<file path="src/rtl/pipe_pkg.sv">
// Shared definitions for the elastic pipeline-stage buffers.
// Stages size their payload as $bits(stage_ctrl_t) + data bits.
package pipe_pkg;

  // Pointer width that stays at least one bit even for single-entry buffers.
  function automatic int ptr_w(input int depth);
    int w;
    w = $clog2(depth);
    return (w < 1) ? 1 : w;
  endfunction

  typedef struct packed {
    logic reg_write;
    logic mem_or_reg;
    logic pc_or_mem;
    logic branch;
    logic jump;
    logic jump_register;
    logic is_unsigned;
  } stage_ctrl_t;

  localparam int STAGE_CTRL_W = $bits(stage_ctrl_t);

endpackage

</file>
<file path="src/rtl/ring_ptr.sv">
// Wrapping index counter 0..DEPTH-1; wraps explicitly so non-power-of-2 depths work.
module ring_ptr
  import pipe_pkg::*;
#(
  parameter int DEPTH = 2,
  localparam int PTR_W = ptr_w(DEPTH)
) (
  input  logic             i_clk,
  input  logic             i_rst_b,
  input  logic             i_clr,
  input  logic             i_inc,
  output logic [PTR_W-1:0] o_ptr
);

  localparam logic [PTR_W-1:0] LAST = PTR_W'(DEPTH - 1);

  logic [PTR_W-1:0] r_ptr;

  always_ff @(posedge i_clk or posedge i_rst_b) begin
    if (i_rst_b) begin
      r_ptr <= '0;
    end else if (i_clr) begin
      r_ptr <= '0;
    end else if (i_inc) begin
      r_ptr <= (r_ptr == LAST) ? '0 : r_ptr + PTR_W'(1);
    end
  end

  assign o_ptr = r_ptr;

endmodule

</file>
<file path="src/rtl/pipe_stage_fifo.sv">
// Elastic buffer between two pipeline stages: valid/ready handshake, flush,
// occupancy and sticky overflow/underflow flags. All outputs come from registers.
module pipe_stage_fifo
  import pipe_pkg::*;
#(
  parameter int DATA_W    = 32,
  parameter int DEPTH     = 2,
  parameter int AFULL_LVL = 1
) (
  input  logic                       i_clk,
  input  logic                       i_rst_b,
  input  logic                       i_flush,
  input  logic                       i_in_valid,
  output logic                       o_in_ready,
  input  logic [DATA_W-1:0]          i_in_data,
  output logic                       o_out_valid,
  input  logic                       i_out_ready,
  output logic [DATA_W-1:0]          o_out_data,
  output logic [$clog2(DEPTH+1)-1:0] o_count,
  output logic                       o_almost_full,
  output logic                       o_err_ovf,
  output logic                       o_err_udf
);

  localparam int PTR_W = ptr_w(DEPTH);
  localparam int CNT_W = $clog2(DEPTH + 1);
  localparam logic [CNT_W-1:0] FULL_CNT  = CNT_W'(DEPTH);
  localparam logic [CNT_W-1:0] AFULL_CNT = CNT_W'(AFULL_LVL);
  // Idle downstream stages may hold out_ready high, so underflow checking is off.
  localparam logic UDF_CHECK = 1'b0;

  logic [CNT_W-1:0]  r_count;
  logic              r_err_ovf;
  logic              r_err_udf;
  logic [PTR_W-1:0]  w_wr_ptr;
  logic [PTR_W-1:0]  w_rd_ptr;
  logic              w_in_ready;
  logic              w_out_valid;
  logic              w_push;
  logic              w_pop;
  logic              w_store;
  logic [DATA_W-1:0] w_mem [DEPTH];

  assign w_in_ready  = (r_count != FULL_CNT);
  assign w_out_valid = (r_count != '0);
  assign w_push      = i_in_valid & w_in_ready;
  assign w_pop       = w_out_valid & i_out_ready;
  assign w_store     = w_push & ~i_flush;

  ring_ptr #(.DEPTH(DEPTH)) u_wr_ptr (
    .i_clk   (i_clk),
    .i_rst_b (i_rst_b),
    .i_clr   (i_flush),
    .i_inc   (w_push),
    .o_ptr   (w_wr_ptr)
  );

  ring_ptr #(.DEPTH(DEPTH)) u_rd_ptr (
    .i_clk   (i_clk),
    .i_rst_b (i_rst_b),
    .i_clr   (i_flush),
    .i_inc   (w_pop),
    .o_ptr   (w_rd_ptr)
  );

  // One register per entry; only the entry under the write pointer is loaded.
  for (genvar gi = 0; gi < DEPTH; gi++) begin : g_entry
    logic [DATA_W-1:0] r_entry;

    always_ff @(posedge i_clk or posedge i_rst_b) begin
      if (i_rst_b) begin
        r_entry <= '0;
      end else if (w_store && (w_wr_ptr == PTR_W'(gi))) begin
        r_entry <= i_in_data;
      end
    end

    assign w_mem[gi] = r_entry;
  end

  always_ff @(posedge i_clk or posedge i_rst_b) begin
    if (i_rst_b) begin
      r_count <= '0;
    end else if (i_flush) begin
      r_count <= '0;
    end else begin
      case ({w_push, w_pop})
        2'b10:   r_count <= r_count + CNT_W'(1);
        2'b01:   r_count <= r_count - CNT_W'(1);
        default: r_count <= r_count;
      endcase
    end
  end

  always_ff @(posedge i_clk or posedge i_rst_b) begin
    if (i_rst_b) begin
      r_err_ovf <= 1'b0;
      r_err_udf <= 1'b0;
    end else if (i_flush) begin
      r_err_ovf <= 1'b0;
      r_err_udf <= 1'b0;
    end else begin
      if (i_in_valid & ~w_in_ready) begin
        r_err_ovf <= 1'b1;
      end
      if (i_out_ready & ~w_out_valid & UDF_CHECK) begin
        r_err_udf <= 1'b1;
      end
    end
  end

  assign o_in_ready    = w_in_ready;
  assign o_out_valid   = w_out_valid;
  assign o_out_data    = w_mem[w_rd_ptr];
  assign o_count       = r_count;
  assign o_almost_full = (r_count >= AFULL_CNT);
  assign o_err_ovf     = r_err_ovf;
  assign o_err_udf     = r_err_udf;

endmodule

</file>
<file path="config.mk">
export PLATFORM = sky130hd
export DESIGN_NAME = pipe_stage_fifo
export DESIGN_NICKNAME = d
export VERILOG_FILES = /design/src/rtl/pipe_pkg.sv /design/src/rtl/ring_ptr.sv /design/src/rtl/pipe_stage_fifo.sv
export SDC_FILE = /design/constraint.sdc
export NUM_CORES = 1
export LEC_CHECK = 0
export ABC_CLOCK_PERIOD_IN_PS = 2320
export BUFFER_PORTS_ARGS = -buffer_cell sky130_fd_sc_hd__buf_2
export CAP_MARGIN = 15
export CELL_PAD_IN_SITES_DETAIL_PLACEMENT = 0
export CELL_PAD_IN_SITES_GLOBAL_PLACEMENT = 1
export CORE_UTILIZATION = 43
export CTS_CLUSTER_SIZE = 25
export DETAILED_ROUTE_END_ITERATION = 12
export PLACE_DENSITY = 0.83
export SLEW_MARGIN = 20
export SYNTH_ARGS = -nofsm -noshare
export SYNTH_HDL_FRONTEND = slang
export SYNTH_SLANG_ARGS = --single-unit
export TNS_END_PERCENT = 1
</file>
<file path="constraint.sdc">
create_clock -name i_clk -period 2.32 [get_ports i_clk]
set_input_delay 0.348 -clock i_clk [delete_from_list [all_inputs] [get_ports i_clk]]
set_output_delay 0.348 -clock i_clk [all_outputs]
set_load 0.02 [all_outputs]
</file>
==> results of run 1 <==
synth_stat cells (all sizes together):
library cell,count,area [um^2]
mux2,97,1090
dfrtp,69,1730
buf,12,91.3
inv,6,22.5
nor2,5,18.8
a21oi,2,10.0
ha,2,25.0
nand2b,2,20.0
xnor2,2,17.5
a221oi,1,8.76
clkbuf,1,3.75
conb,1,3.75
maj3,1,10.0
nor2b,1,6.26
nor3,1,16.3
nor3b,1,18.8
o21ai,1,5.00
xor2,1,8.76
state kept, by name, indices dropped and copies added (netlist names):
register and cells:
o_count 2, u_rd_ptr.o_ptr 1, g_entry.r_entry 64, u_wr_ptr.o_ptr 1, o_err_ovf 1
stage by stage:
step	setup WS [ns]	instance area, um^2	instances
after floorplan	0.232	3110	206
after global placement	0.486	3580	373
after detailed placement	0.423	3580	373
after CTS	0.309	3790	389
after global routing	0.250	3790	389
final	0.332	3790	389
area by class of cell:
cell class	count	share of cell area (%)
clock inverters	4	1.42
multi-input cells	118	33.2
inverters	6	0.593
repair buffers	84	11.7
clock buffers	12	4.35
flip-flops and latches	69	45.5
well taps	96	3.17
cell families after synthesis:
logic type,Yosys count,synth area share (%)
AOI/OAI and AO/OA,4,0.765
xor gates and xnor gates,3,0.846
adders and majority gates,3,1.13
buffers and inverters,19,3.79
DFF,69,55.6
muxes,97,35.2
other,1,0.121
and+or+nand+nor,10,2.58
report_power, final:
group / internal (mW) / switching, mW / total (mW)
combinational: 1.19 / 1.20 / 2.39
clock: 0.588 / 0.443 / 1.03
sequential: 1.79 / 0.281 / 2.07
total: 3.57 / 1.93 / 5.50
metal layers:
metal  up-vias  GRT usage [%]
met5         -              0
met4         0           8.18
met3         7           3.51
met2        42           26.5
met1       920           21.1
li1        881              -
worst max-delay path: cells and delay by family (launching register included):
kind / cells / cell delay (ns)
multiplexers: 1 / 0.40
buffers and inverters: 2 / 0.57
flip-flops: 1 / 0.32
worst max-delay path by stage:
| stage | from | end | slack [ns] | cells past startpoint |
|---|---|---|---|---|
| detailed placement | o_count[0] | g_entry[1].r_entry[21] | 0.42 | 6 |
| finish | u_rd_ptr.o_ptr | o_out_data[23] | 0.33 | 3 |
| global placement | o_count[0] | g_entry[1].r_entry[21] | 0.49 | 6 |
| CTS | u_rd_ptr.o_ptr | o_out_data[14] | 0.31 | 3 |
| global route | u_rd_ptr.o_ptr | o_out_data[30] | 0.25 | 3 |
| floorplan | i_rst_b | g_entry[0].r_entry[0] | 0.23 | 1 |
==> results.yml, run 1 <==
cts:
  cts_buffers: 9
  root_buffer: "clkbuf_8"
  cts_tree: "done"
  insertion_delay_ns: 0.33
  numClockSinks: 69
  cts_resized: 0
  cts_max_level: 3
  holdBufCountCts: 0
  clk_pin_slew_ns: 0.08
  clock_path_buffers: 2
  cts_setup_buffers: 0
routing:
  drt-wirelength-per-cell_um: 14.4
  drc_errors: 0
  wl_met2_um: 2770
  drtIter0Drc: 75
  dr_total_vias: 1850
  wl_met1_um: 2550
  drt-pass1-iter-count: 3
  antenna_left: 0
  wirelength_um: 5610
  highest_layer: "met4"
  post_drt_via_cell_ratio: 4.76
  routed-wl-met3_um: 190
sta:
  tightest_slew_ns: 0.782
  finalSetupViolCount: 0
  min_period_ns: 1.99
  period_share_pct: 85.7
  hold_viol_final: 0
  rsz0062_at_grt: "false"
  hold_ws_ns: 0.153
  fmax_ghz: 0.503
  slew_viol_final: 0
  max-slew-margin-rel_pct: 47.8
  setup_tns_ns: 0
  clock_skew_ns: 0.00656
worst_setup_path:
  r2r_slack_ns: 0.43
  path_max_fanout: 33
  slowest_delay_ns: 0.41
  critPathKind: "reg -> out"
  cp_data_required_time_ns: 1.97
  arrival_ns: 1.64
  cpMaxStageDelayCell: "buf_4"
  reg2reg_from: "o_count[0]"
  r2r-end: "g_entry[1].r_entry[29]"
  rr_worst_depth: 6
  cp-start-kind: "flop"
  path_cells: "buf_4, mux2_2, buf_2"
  cp-end-kind: "output port"
yosys:
  netlist_area_mm2: 0.00311
  synth.avg_cell_area_um2: 15.1
  synthDistinctLibCells: 22
  ys_ff_latch: 69
  postSynthCellCount: 206
  seq_area_frac_synth_pct: 55.6
  yosysWarningCount: 0
  synth_nets: 245
outcome:
  status: "complete, no violations"
grt:
  grt_pass1_vias: 1938
  grt_pass1_wl_um: 9320
  grt_util_all_layers_pct: 16.5
  grt_max_degree: 39
  antenna_found_initial: 0
  overflow: 0
final_layout:
  drive_above_1_share_pct: 67.9
  fin_nets: 327
  utilization_pct: 55.2
  mostFrequentLayoutCells: "95 x mux2_2, 74 x buf_2, 69 x dfrtp_1"
  final.fill_count: 596
  syn2layout_area_growth_pct: 22.2
  regArea_mm2: 0.00173
  multiInputGateArea_mm2: 0.00126
  final_common_cell: "mux2_2"
  antenna_cells: 0
floorplan:
  initial_core_util_pct: 45.2
  dieWidth_um: 87.0
  ios: 76
  core_mm2: 0.00687
  die_height_um: 87.0
  rows: 30
  die-area_mm2: 0.00757
placed_design:
  place_congestion: 0.775
  portBuffers: 74
  hpwl_um: 3890
hold_path:
  hold_path.class: "in -> async"
power_and_ir_drop:
  p_per_area_mw_per_mm2: 1450
  p_total_mw: 5.50
  leakagePower_nw: 1.73
  vdd_ir_drop_max_uv: 729
flow_run:
  maxCapViolCount: 0
No activity file was read; power rests on OpenSTA's default activity.
==> inputs of run 2 (changes only) <==
--- a/config.mk
+++ b/config.mk
@@ -5,15 +5,17 @@
 export SDC_FILE = /design/constraint.sdc
 export NUM_CORES = 1
 export LEC_CHECK = 0
+export ABC_AREA = 1
 export ABC_CLOCK_PERIOD_IN_PS = 2320
 export BUFFER_PORTS_ARGS = -buffer_cell sky130_fd_sc_hd__buf_2
 export CAP_MARGIN = 15
 export CELL_PAD_IN_SITES_DETAIL_PLACEMENT = 0
 export CELL_PAD_IN_SITES_GLOBAL_PLACEMENT = 1
-export CORE_UTILIZATION = 43
+export CORE_UTILIZATION = 41
 export CTS_CLUSTER_SIZE = 25
 export DETAILED_ROUTE_END_ITERATION = 12
-export PLACE_DENSITY = 0.83
+export GPL_ROUTABILITY_DRIVEN = 0
+export PLACE_DENSITY = 0.84
 export SLEW_MARGIN = 20
 export SYNTH_ARGS = -nofsm -noshare
 export SYNTH_HDL_FRONTEND = slang
==> run 2 against run 1 <==
  * Power fell by 6.9%
  * Sequential share of layout area fell by 2.8 points
  * Via count rose by 40%
  * Critical path type is now reg -> reg
  * Critical endpoint is now g_entry[1].r_entry[27]
  * Highest routed layer unchanged
==> results.yml, run 2 <==
outcome:
  status: "complete, no violations"
yosys:
  synthTopCellsByArea: "dfrtp_1 50%, nand2_1 16%, o21ai_2 15%, inv_1 4.1%, nand2_2 4.0%"
  synth_top_area_share_pct: 49.8
  synth.avg_cell_area_um2: 9.03
  synth-main-ff-cell: "dfrtp_1"
  synthDistinctLibCells: 26
  synth-edff-count: 0
  yosys-top-cells-count: "147 x nand2_1, 69 x dfrtp_1, 58 x o21ai_2"
  netlist_area_mm2: 0.00347
  synth_most_common_cell: "nand2_1"
  ys_ff_latch: 69
  synth_nets: 423
  seq_area_frac_synth_pct: 49.8
  ys_async_sr_fraction_pct: 100
  postSynthCellCount: 384
  yosysWarningCount: 0
  synth_top_cell_by_area: "dfrtp_1"
final_layout:
  largest-register: "g_entry.r_entry"
  drive_above_1_share_pct: 40.2
  multiInputGateArea_mm2: 0.00136
  fin_nets: 496
  mostFrequentLayoutCells: "147 x nand2_1, 74 x buf_2, 69 x dfrtp_1"
  utilization_pct: 49.2
  largest_register_ffs: 64
  stdcell_count: 565
  regArea_mm2: 0.00173
  design_area_mm2: 0.00404
  syn2layout_area_growth_pct: 16.7
  final_common_cell: "nand2_1"
  antenna_cells: 0
  final.fill_count: 835
placed_design:
  portBuffers: 74
  placedCellCount: 551
  post_dp_cell_area_mm2: 0.00384
  place_ws_ns: 0.588
  hpwl_um: 4440
cts:
  root_buffer: "clkbuf_8"
  clock_path_buffers: 2
  cts_max_level: 3
  cts_resized: 0
  numClockSinks: 69
  holdBufCountCts: 0
  cts_buffers: 9
  insertion_delay_ns: 0.34
  clk_pin_slew_ns: 0.07
  cts_setup_buffers: 0
  cts_tree: "done"
floorplan:
  die_height_um: 93.9
  rows: 33
  initial_core_util_pct: 42.2
  core_mm2: 0.00822
  ios: 76
  dieWidth_um: 93.9
  die-area_mm2: 0.00882
grt:
  overflow: 0
  grt_pass1_vias: 2412
  grt_max_degree: 37
  grt_pass1_wl_um: 11200
  grt_util_all_layers_pct: 16.5
  antenna_found_initial: 0
sta:
  hold_viol_final: 0
  finalSetupViolCount: 0
  max-slew-margin-rel_pct: 54.9
  fmax_ghz: 0.575
  setup_ws_ns: 0.581
  hold_ws_ns: 0.0989
  min_period_ns: 1.74
  clock_skew_ns: 0.00932
  period_share_pct: 75.0
  tightest_slew_ns: 0.676
  setup_tns_ns: 0
  rsz0062_at_grt: "false"
  slew_viol_final: 0
power_and_ir_drop:
  vdd_ir_drop_max_uv: 593
  p_total_mw: 5.12
  leakagePower_nw: 2.24
  p_per_area_mw_per_mm2: 1270
worst_setup_path:
  cp_data_required_time_ns: 2.55
  critPathKind: "reg -> reg"
  critPathBufInv: 4
  crit_family: "buffers and inverters"
  cpMaxStageDelayCell: "dfrtp_1"
  path_max_fanout: 24
  arrival_ns: 1.97
  path_cells: "inv_1, ha_1, inv_2, nand2_4, inv_4, nand3_4, buf_4, nand2_1, o21ai_2"
  cp-start-kind: "flop"
  slowest_delay_ns: 0.38
  cp-end-kind: "flop"
hold_path:
  hold_path.class: "in -> async"
routing:
  dr_total_vias: 2587
  post_drt_via_cell_ratio: 4.58
  wirelength_um: 6570
  drc_errors: 0
  drt-pass1-iter-count: 6
  drt-wirelength-per-cell_um: 11.6
  drtIter0Drc: 172
  antenna_left: 0
flow_run:
  maxCapViolCount: 0
run 2: cell count changes after synthesis, sizes merged, moves of 2 or more:
cell    before  now
buf         12   19
clkbuf       1    3
inv          6   41
mux2        97    0
nand2        0  171
nand2b       2    0
nand3        0    4
nand4        0    2
o21ai        1   65
xnor2        2    0
run 2: power breakdown:
| part | internal (mW) | leakage [nW] | switching (mW) |
|---|---|---|---|
| combinational | 0.804 | 1.27 | 1.30 |
| clock | 0.574 | 0.102 | 0.423 |
| sequential | 1.72 | 0.864 | 0.295 |
| total | 3.10 | 2.24 | 2.02 |
run 2: cells by family (layout without fill, tap and decap cells):
| family | count (synthesis) | count (layout) | share of synthesized area [%] |
|---|---|---|---|
| AND/OR/NAND/NOR | 181 | 181 | 22.3 |
| flip-flops | 69 | 69 | 49.8 |
| AO/OA/AOI/OAI | 67 | 67 | 16.0 |
| buffers and inverters | 64 | 140 | 11.0 |
| adder cells (fa/ha/maj) | 2 | 2 | 0.722 |
| other | 1 | 1 | 0.108 |
run 2: path summary, 6_finish.rpt:
| kind | startpoint | to | slack (ns) | depth (start not counted) |
|---|---|---|---|---|
| worst max-delay path | o_count[0] | g_entry[1].r_entry[27] | 0.58 | 9 |
| max in group asynchronous | i_rst_b | g_entry[0].r_entry[26] | 1.50 | 3 |
| min in group i_clk | i_flush | o_err_ovf | 0.24 | 2 |
| worst max register to register | o_count[0] | g_entry[1].r_entry[27] | 0.58 | 9 |
| worst min-delay path | i_rst_b | g_entry[0].r_entry[11] | 0.1 | 2 |
| worst min register to register | g_entry[0].r_entry[30] | g_entry[0].r_entry[30] | 0.48 | 2 |
run 2: cell type report:
class	count	share of cell area (%)
clock buffers	13	4.18
clock inverters	1	0.743
inverters	42	3.96
multi-input cells	251	33.5
flip-flops and latches	69	42.7
well taps	105	3.25
repair buffers	84	11.6
run 2: routing by layer:
layer	up-vias	GRT usage, %	share of wire [%]
met1	1189	23.0	47
met4	0	5.77	1.4
li1	1321	-	-
met5	-	0	0
met2	67	24.6	44
met3	10	4.69	6.8
==> inputs of run 3 (changes only) <==
--- a/config.mk
+++ b/config.mk
@@ -5,17 +5,17 @@
 export SDC_FILE = /design/constraint.sdc
 export NUM_CORES = 1
 export LEC_CHECK = 0
-export ABC_AREA = 1
-export ABC_CLOCK_PERIOD_IN_PS = 2320
+export ABC_AREA = 0
+export ABC_CLOCK_PERIOD_IN_PS = 1600
 export BUFFER_PORTS_ARGS = -buffer_cell sky130_fd_sc_hd__buf_2
 export CAP_MARGIN = 15
 export CELL_PAD_IN_SITES_DETAIL_PLACEMENT = 0
 export CELL_PAD_IN_SITES_GLOBAL_PLACEMENT = 1
-export CORE_UTILIZATION = 41
+export CORE_UTILIZATION = 39
 export CTS_CLUSTER_SIZE = 25
 export DETAILED_ROUTE_END_ITERATION = 12
 export GPL_ROUTABILITY_DRIVEN = 0
-export PLACE_DENSITY = 0.84
+export PLACE_DENSITY = 0.8
 export SLEW_MARGIN = 20
 export SYNTH_ARGS = -nofsm -noshare
 export SYNTH_HDL_FRONTEND = slang
==> constraint.sdc (replaced) <==
create_clock -name i_clk -period 1.6 [get_ports i_clk]
set_input_delay 0.24 -clock i_clk [delete_from_list [all_inputs] [get_ports i_clk]]
set_output_delay 0.24 -clock i_clk [all_outputs]
set_load 0.02 [all_outputs]
==> run 3 against run 2 <==
  * Combinational power is 100% higher
  * Sequential share of layout area is 1.3 points lower
  * Worst setup slack worse by 0.70 ns
  * Sequential power up 50%
  * Non-clock buffer count rose by 11
  * Hold slack worse by 0.088 ns
  * Cell area rose by 3.2%
  * Via count fell by 25%
  * The run now ends with setup timing left
==> results.yml, run 3 (synthesis results as in run 1) <==
sta:
  hold_ws_ns: 0.0104
  finalSetupViolCount: 96
  period_share_pct: 108
  rsz0062_at_grt: "true"
  setup_ws_ns: -0.121
  slew_viol_final: 0
  clock_skew_ns: 0.00945
  fmax_ghz: 0.581
  hold_viol_final: 0
  min_period_ns: 1.72
  setup_tns_ns: -8.09
grt:
  grt_pass1_wl_um: 10200
  grt_max_degree: 37
  grt_util_all_layers_pct: 16.0
  antenna_found_initial: 0
  grt_pass1_vias: 2033
  overflow: 0
worst_setup_path:
  crit_family: "flip-flops"
  cp_data_required_time_ns: 1.81
  cpMaxStageDelayCell: "dfrtp_1"
  worst-path-stages: 6
  cp-end-kind: "flop"
  critPathBufInv: 2
  path_max_fanout: 8
  arrival_ns: 1.93
  rr_worst_depth: 6
  critPathKind: "reg -> reg"
  cp-start-kind: "flop"
  path_cells: "ha_4, nand2b_4, nor3b_4, buf_6, buf_12, mux2_4"
  slowest_delay_ns: 0.42
final_layout:
  syn2layout_area_growth_pct: 34.4
  drive_above_1_share_pct: 71.1
  stdcell_count: 406
  largest-register: "g_entry.r_entry"
  fin_nets: 338
  mostFrequentLayoutCells: "68 x dfrtp_1, 64 x buf_2, 61 x mux2_2"
  largest_register_ffs: 64
  antenna_cells: 0
  final_common_cell: "dfrtp_1"
power_and_ir_drop:
  vdd_ir_drop_max_uv: 932
  leakagePower_nw: 1.93
  p_per_area_mw_per_mm2: 2070
floorplan:
  die_height_um: 91.2
  core_mm2: 0.00773
  ios: 76
  rows: 32
  initial_core_util_pct: 40.2
  die-area_mm2: 0.00832
  dieWidth_um: 91.2
cts:
  cts_max_level: 3
  holdBufCountCts: 0
  cts_tree: "done"
  clock_path_buffers: 2
  root_buffer: "clkbuf_8"
  clk_pin_slew_ns: 0.08
  numClockSinks: 69
  insertion_delay_ns: 0.33
  cts_buffers: 9
routing:
  drt-wirelength-per-cell_um: 14.9
  drt-pass1-iter-count: 5
  antenna_left: 0
  wirelength_um: 6050
  dr_total_vias: 1930
  drtIter0Drc: 45
  post_drt_via_cell_ratio: 4.75
  drc_errors: 0
placed_design:
  place_ws_ns: -0.155
  portBuffers: 74
  placedCellCount: 385
  hpwl_um: 4000
outcome:
  status: "complete, but fails checks"
  violations: "setup timing"
flow_run:
  maxCapViolCount: 0
hold_path:
  hold_path.class: "in -> async"
[run 3: power by group]
| part | leakage (nW) | internal (mW) | switching [mW] |
|---|---|---|---|
| clock | 0.0917 | 0.647 | 0.643 |
| combinational | 1.01 | 2.42 | 1.88 |
| sequential | 0.827 | 2.60 | 0.441 |
[run 3: what timing repair did]
item,CTS,global route
cloned,2,0
pin swaps,2,1
buffers inserted,3,0
endpoints found under the setup margin,100,100
gates resized for setup,38,24
[run 3: metrics by stage]
stage	instance area (um^2)	total power, mW	util (%)
after floorplan	3110	5.61	-
after global placement	3690	6.67	47.8
after detailed placement	3690	6.78	47.8
after CTS	4090	8.46	52.9
after global routing	4170	9.17	54.0
final	4170	8.63	54.0
[run 3: area by class of cell]
type	count	area [um^2]
tap	102	128
clock inverter	5	33.8
inverter	6	26.3
clock buffer	11	151
fill	671	3550
multi-input combinational	118	1420
sequential	69	1730
timing repair buffer	95	689
[run 3: tightest hold or removal path, stage by stage]
cell        delay (ns)
buf_2             0.11
clkinvlp_4        0.06
buf_4             0.36
[run 3: metal layers]
metal | part of all wire, % | vias up | global-route usage [%]
met5 | 0 | - | 0
met4 | 0.98 | 0 | 4.76
met3 | 4.4 | 6 | 4.52
met2 | 48 | 49 | 24.8
met1 | 46 | 971 | 21.8
li1 | - | 904 | -
[run 3: worst paths after layout]
kind                                        startpoint                     end  slack (ns)
worst min-delay path                           i_rst_b   g_entry[0].r_entry[1]        0.01
worst max-delay path                        o_count[1]  g_entry[1].r_entry[22]       -0.12
worst min register to register  g_entry[0].r_entry[26]  g_entry[0].r_entry[26]        0.49
worst max register to register              o_count[1]  g_entry[1].r_entry[22]       -0.12
min in group i_clk                       i_in_data[15]  g_entry[1].r_entry[15]        0.14
max in group asynchronous                      i_rst_b  g_entry[1].r_entry[21]        1.23
